===== src/rtl/ad100_lsu.sv =====
// ad100_lsu: load/store unit between the ad100 CPU datapath and a word-wide,
// single-port synchronous RAM (read data valid the cycle after mem_re).
// Handles LB/LBU/LH/LHU/LW and SB/SH/SW. Sub-word stores use
// read-modify-write because the RAM has no byte enables. Illegal or
// misaligned requests get an error response and never touch the RAM.
//
// Ports:
//   clk, rst_n             clock (rising edge), async active-low reset
//   req_valid/req_ready    CPU request handshake (ready only when idle)
//   req_we, req_funct3     store flag and RV32I width/sign code
//   req_addr, req_wdata    byte address and store data
//   rsp_valid/rsp_rdata/rsp_err  one-cycle response, extended load data, error flag
//   mem_addr/mem_re/mem_rdata    RAM word address, read strobe, read data
//   mem_we/mem_wdata             RAM full-word write strobe and data
module ad100_lsu #(
  parameter int unsigned ADDR_W = 10
) (
  input  logic              clk,
  input  logic              rst_n,
  input  logic              req_valid,
  output logic              req_ready,
  input  logic              req_we,
  input  logic [2:0]        req_funct3,
  input  logic [31:0]       req_addr,
  input  logic [31:0]       req_wdata,
  output logic              rsp_valid,
  output logic [31:0]       rsp_rdata,
  output logic              rsp_err,
  output logic [ADDR_W-1:0] mem_addr,
  output logic              mem_re,
  input  logic [31:0]       mem_rdata,
  output logic              mem_we,
  output logic [31:0]       mem_wdata
);

  typedef enum logic [2:0] {IDLE, RD, CAP, WR, RESP} state_t;

  state_t state, state_d;

  // Latched request fields (SW data goes straight to mem_wdata at accept,
  // so only the low half is kept for the sub-word merge).
  logic        we_q,   we_d;
  logic [2:0]  f3_q,   f3_d;
  logic [1:0]  lane_q, lane_d;
  logic [15:0] wd_q,   wd_d;

  logic              rsp_valid_d, rsp_err_d, mem_re_d, mem_we_d;
  logic [31:0]       rsp_rdata_d, mem_wdata_d;
  logic [ADDR_W-1:0] mem_addr_d;

  logic        accept, illegal, misaligned;
  logic [7:0]  byte_sel;
  logic [15:0] half_sel;
  logic [31:0] load_val, merged;

  // Address bits above the RAM size wrap and are intentionally ignored.
  logic unused_addr_hi;
  assign unused_addr_hi = ^req_addr[31:ADDR_W+2];

  assign req_ready = (state == IDLE);
  assign accept    = req_valid && (state == IDLE);

  always_comb begin
    illegal = 1'b0;
    case (req_funct3)
      3'b000, 3'b001, 3'b010: illegal = 1'b0;
      3'b100, 3'b101:         illegal = req_we;
      default:                illegal = 1'b1;
    endcase
    misaligned = (((req_funct3 == 3'b001) || (req_funct3 == 3'b101)) && req_addr[0])
              || ((req_funct3 == 3'b010) && (req_addr[1:0] != 2'b00));
  end

  // Lane extraction and merge operate on the RAM word arriving in CAP.
  always_comb begin
    byte_sel = mem_rdata[7:0];
    case (lane_q)
      2'd0: byte_sel = mem_rdata[7:0];
      2'd1: byte_sel = mem_rdata[15:8];
      2'd2: byte_sel = mem_rdata[23:16];
      2'd3: byte_sel = mem_rdata[31:24];
      default: byte_sel = mem_rdata[7:0];
    endcase
    half_sel = lane_q[1] ? mem_rdata[31:16] : mem_rdata[15:0];

    load_val = mem_rdata;
    case (f3_q)
      3'b000:  load_val = {{24{byte_sel[7]}}, byte_sel};
      3'b100:  load_val = {24'h0, byte_sel};
      3'b001:  load_val = {{16{half_sel[15]}}, half_sel};
      3'b101:  load_val = {16'h0, half_sel};
      default: load_val = mem_rdata;
    endcase

    merged = mem_rdata;
    if (f3_q == 3'b000) begin
      case (lane_q)
        2'd0: merged[7:0]   = wd_q[7:0];
        2'd1: merged[15:8]  = wd_q[7:0];
        2'd2: merged[23:16] = wd_q[7:0];
        2'd3: merged[31:24] = wd_q[7:0];
        default: merged = mem_rdata;
      endcase
    end else if (lane_q[1]) begin
      merged[31:16] = wd_q;
    end else begin
      merged[15:0] = wd_q;
    end
  end

  always_comb begin
    state_d     = state;
    we_d        = we_q;
    f3_d        = f3_q;
    lane_d      = lane_q;
    wd_d        = wd_q;
    rsp_valid_d = 1'b0;
    rsp_err_d   = rsp_err;
    rsp_rdata_d = rsp_rdata;
    mem_re_d    = 1'b0;
    mem_we_d    = 1'b0;
    mem_addr_d  = mem_addr;
    mem_wdata_d = mem_wdata;
    case (state)
      IDLE: begin
        if (accept) begin
          we_d       = req_we;
          f3_d       = req_funct3;
          lane_d     = req_addr[1:0];
          wd_d       = req_wdata[15:0];
          mem_addr_d = req_addr[ADDR_W+1:2];
          if (illegal || misaligned) begin
            state_d     = RESP;
            rsp_valid_d = 1'b1;
            rsp_err_d   = 1'b1;
            rsp_rdata_d = '0;
          end else if (req_we && (req_funct3 == 3'b010)) begin
            state_d     = WR;
            mem_we_d    = 1'b1;
            mem_wdata_d = req_wdata;
          end else begin
            state_d  = RD;
            mem_re_d = 1'b1;
          end
        end
      end
      RD: state_d = CAP;
      CAP: begin
        if (we_q) begin
          state_d     = WR;
          mem_we_d    = 1'b1;
          mem_wdata_d = merged;
        end else begin
          state_d     = RESP;
          rsp_valid_d = 1'b1;
          rsp_err_d   = 1'b0;
          rsp_rdata_d = load_val;
        end
      end
      WR: begin
        state_d     = RESP;
        rsp_valid_d = 1'b1;
        rsp_err_d   = 1'b0;
        rsp_rdata_d = '0;
      end
      RESP:    state_d = IDLE;
      default: state_d = IDLE;
    endcase
  end

  always_ff @(posedge clk or negedge rst_n) begin
    if (!rst_n) begin
      state     <= IDLE;
      we_q      <= 1'b0;
      f3_q      <= '0;
      lane_q    <= '0;
      wd_q      <= '0;
      rsp_valid <= 1'b0;
      rsp_err   <= 1'b0;
      rsp_rdata <= '0;
      mem_re    <= 1'b0;
      mem_we    <= 1'b0;
      mem_addr  <= '0;
      mem_wdata <= '0;
    end else begin
      state     <= state_d;
      we_q      <= we_d;
      f3_q      <= f3_d;
      lane_q    <= lane_d;
      wd_q      <= wd_d;
      rsp_valid <= rsp_valid_d;
      rsp_err   <= rsp_err_d;
      rsp_rdata <= rsp_rdata_d;
      mem_re    <= mem_re_d;
      mem_we    <= mem_we_d;
      mem_addr  <= mem_addr_d;
      mem_wdata <= mem_wdata_d;
    end
  end

endmodule


===== config.mk =====
export PLATFORM = sky130hd
export DESIGN_NAME = ad100_lsu
export DESIGN_NICKNAME = d
export VERILOG_FILES = /design/src/rtl/ad100_lsu.sv
export SDC_FILE = /design/constraint.sdc
export NUM_CORES = 1
export LEC_CHECK = 0
export CAP_MARGIN = 25
export CORE_MARGIN = 2
export CORE_UTILIZATION = 35
export CTS_CLUSTER_SIZE = 14
export DETAILED_ROUTE_END_ITERATION = 7
export HOLD_SLACK_MARGIN = 0.15
export SYNTH_ARGS = -nofsm -noshare
export SYNTH_HDL_FRONTEND = slang
export SYNTH_SLANG_ARGS = --single-unit

===== constraint.sdc =====
create_clock -name clk -period 3.6 [get_ports clk]
set_input_delay 0.36 -clock clk [delete_from_list [all_inputs] [get_ports clk]]
set_output_delay 0.36 -clock clk [all_outputs]
set_load 0.02 [all_outputs]

==> flow_metrics.py <==
metrics = {
    "run_status": {
        "status": "complete, no violations",
    },
    "yosys": {
        "synth_cells": 498,
        "synth_top_area_cell": "dfrtp_1",
        "synth-seq-cells": 103,
        "yosysTopAreaCellShare": 0.492,
        "syn_nets": 601,
        "synth_cell_type_count": 45,
        "ys.flop_type": "dfrtp_1",
        "ys_seq_area_frac": 0.492,
        "synth-edff-count": 0,
        "syn-cell-area_um2": 5240,
        "async_flop_share": 1.00,
        "synth_area_leaders": "dfrtp_1, mux2_2, a21oi_1, o221ai_1, a22o_1",
        "syn_area_per_cell_um2": 10.5,
        "synth_warnings": 0,
    },
    "worst_setup_path": {
        "setup.worst_path.start_class": "register",
        "crit_family": "compound AO/OA/AOI/OAI gates",
        "crit_type": "register to register",
        "cp_cell_sequence": "buf_4 > inv_1 > a21oi_1 > o221ai_1 > mux2i_1",
        "slowest_stage": "dfrtp_1",
        "cp-end-kind": "register",
        "cp.required_ns": 3.87,
        "cpPeakStageDelay_ns": 0.76,
        "critPathArrivalTime_ns": 2.75,
        "critPathMaxFanout": 31,
        "path_buf_inv": 2,
    },
    "grt": {
        "grt_use_total": 0.209,
        "gr-total-overflow": 0,
        "grt_pass1_vias": 4753,
        "grt_max_degree": 71,
        "grt_pass1_wl_um": 26300,
        "antenna_found_initial": 0,
    },
    "cts": {
        "htreeDepth": 3,
        "tritoncts": "yes",
        "clk_pin_slew_ns": 0.07,
        "clk_path_buf_depth": 2,
        "cts_root_buf": "clkbuf_16",
        "ctsHoldBuffers": 0,
        "cts.sinks": 103,
        "post_cts_buffers": 0,
        "clk_latency_ns": 0.35,
        "cts_resized": 0,
        "numCtsBuffers": 9,
    },
    "timing": {
        "period_share": 0.687,
        "setup_viol": 0,
        "fmax_ghz": 0.404,
        "final_max_slew_viol_count": 0,
        "grt_setup_unrepaired": "false",
        "hold_violations": 0,
        "worst_pin_slew_ns": 1.01,
        "clock_skew_ns": 0.00624,
        "finalCriticalPeriod_ns": 2.47,
        "tns_ns": 0,
        "maxSlewHeadroom": 0.324,
    },
    "routing": {
        "drt_iter0_drc": 311,
        "wl_per_cell_um": 20.2,
        "top_layer": "met4",
        "viasPerCell": 5.63,
        "via_count": 4676,
        "wl_um": 16800,
        "drtPass1Iterations": 5,
        "drt-met1-wl_um": 7200,
        "wl_met3_um": 1160,
        "antenna_left": 0,
        "routed-wl-met2_um": 7950,
        "drc": 0,
    },
    "placed_design": {
        "hpwlAfterDp_um": 12200,
        "place_congestion": 0.840,
        "io_buffers": 161,
    },
    "finish": {
        "nNetsFinal": 744,
        "drive_gt1_frac": 0.132,
        "syn_to_final_growth_pct": 40.0,
        "insertedDiodeCount": 0,
    },
    "power_and_ir_drop": {
        "power.density_nw_per_um2": 945,
        "ir_worst_vdd_v": 0.000630,
        "leakage_nw": 3.06,
        "p_total_w": 0.00694,
    },
    "floorplanning": {
        "rows": 44,
        "core_um2": 14600,
        "die_area_um2": 16000,
        "die_h_um": 126,
        "die_x_um": 126,
        "io_pins": 182,
        "initial_core_util": 0.359,
    },
    "job": {
        "cap_violations": 0,
    },
    "hold_path": {
        "hold_path.class": "input pin to async pin",
    },
}
## routing by layer
| metal | up-vias | global-route usage |
|---|---|---|
| met4 | 0 | 0.0782 |
| met5 | - | 0 |
| met1 | 2312 | 0.278 |
| met3 | 32 | 0.0422 |
| met2 | 200 | 0.340 |
| li1 | 2132 | - |
## layout by cell type (no fill, tap or decap), types with 2 or more instances in the layout
| cell | synthesis | final |
|---|---|---|
| a211oi_1 | 10 | 10 |
| a21o_1 | 15 | 15 |
| a21oi_1 | 39 | 39 |
| a221oi_1 | 10 | 10 |
| a22o_1 | 17 | 17 |
| a32o_1 | 6 | 6 |
| and3_1 | 8 | 8 |
| buf_4 | 2 | 12 |
| bufinv_16 | 0 | 3 |
| clkbuf_16 | 0 | 9 |
| clkdlybuf4s50_1 | 0 | 160 |
| dfrtp_1 | 103 | 103 |
| inv_1 | 13 | 13 |
| mux2_2 | 47 | 47 |
| mux2i_1 | 8 | 8 |
| nand2_1 | 38 | 38 |
| nand2b_1 | 19 | 19 |
| nor2_1 | 23 | 23 |
| nor2b_1 | 9 | 9 |
| nor3_1 | 3 | 3 |
| o21ai_0 | 23 | 23 |
| o21ai_1 | 14 | 14 |
| o221ai_1 | 21 | 21 |
| o22a_1 | 7 | 7 |
| o22ai_1 | 3 | 3 |
| o31a_1 | 2 | 2 |
| or2_2 | 2 | 2 |
## cell type report
type / count / area (um2)
clock buffer: 10 / 239
clock inverter: 6 / 115
fill: 1335 / 7250
inverter: 14 / 52.6
multi-input combinational: 341 / 2440
sequential: 103 / 2580
tap: 184 / 230
timing repair buffer: 172 / 1690
## metrics by stage
stage	hold slack (ns)	cells	worst slack [ns]	instance area (um2)	util
after floorplan	0.0644	498	1.84	5240	-
after global placement	0.475	814	1.10	6990	0.479
after detailed placement	0.478	814	1.06	6990	0.479
after CTS	0.164	830	1.13	7340	0.503
after global routing	0.216	830	0.922	7340	0.503
final	0.124	830	1.13	7340	0.503
## cell families (layout without fill, tap and decap cells)
| group | after synthesis | count (layout) | share of synthesized area |
|---|---|---|---|
| DFF | 103 | 103 | 0.492 |
| muxes | 56 | 56 | 0.120 |
| buffers and inverters | 54 | 202 | 0.0465 |
| and+or+nand+nor | 110 | 110 | 0.108 |
| AOI/OAI and AO/OA | 175 | 175 | 0.233 |
## synth_stat cells (3+ instances only)
cell type / instances
o221ai_1: 21
a221oi_1: 10
o21ai_1: 14
clkbuf_1: 16
o22a_1: 7
buf_2: 21
o21ai_0: 23
nand2_1: 38
nor3_1: 3
a22o_1: 17
inv_1: 13
nor2b_1: 9
nand2b_1: 19
and3_1: 8
dfrtp_1: 103
nor2_1: 23
o22ai_1: 3
a21oi_1: 39
a211oi_1: 10
mux2i_1: 8
mux2_2: 47
a32o_1: 6
a21o_1: 15
## final timing paths
path / startpoint / end / slack, ns / depth (start not counted)
worst max-delay path: lane_q[1] / rsp_rdata[6] / 1.13 / 5
worst min-delay path: rst_n / mem_addr[2] / 0.12 / 1
worst max register to register: lane_q[1] / rsp_rdata[6] / 1.13 / 5
worst min register to register: mem_wdata[17] / mem_wdata[17] / 0.49 / 2
max in group asynchronous: rst_n / mem_wdata[17] / 2.63 / 2
min in group clk: mem_wdata[17] / mem_wdata[17] / 0.49 / 2
## flip-flops by register name, indices dropped and copies added, names as in the netlist
register	flops
mem_re	1
mem_wdata	32
wd_q	16
we_q	1
mem_addr	10
state	3
f3_q	3
mem_we	1
rsp_rdata	32
rsp_err	1
lane_q	2
rsp_valid	1
## report_power, final
group	internal, W	switching (W)
Combinational	0.00170	0.00188
Sequential	0.00172	0.000488
Clock	0.000702	0.000448
(Power assumes the default switching activity.)
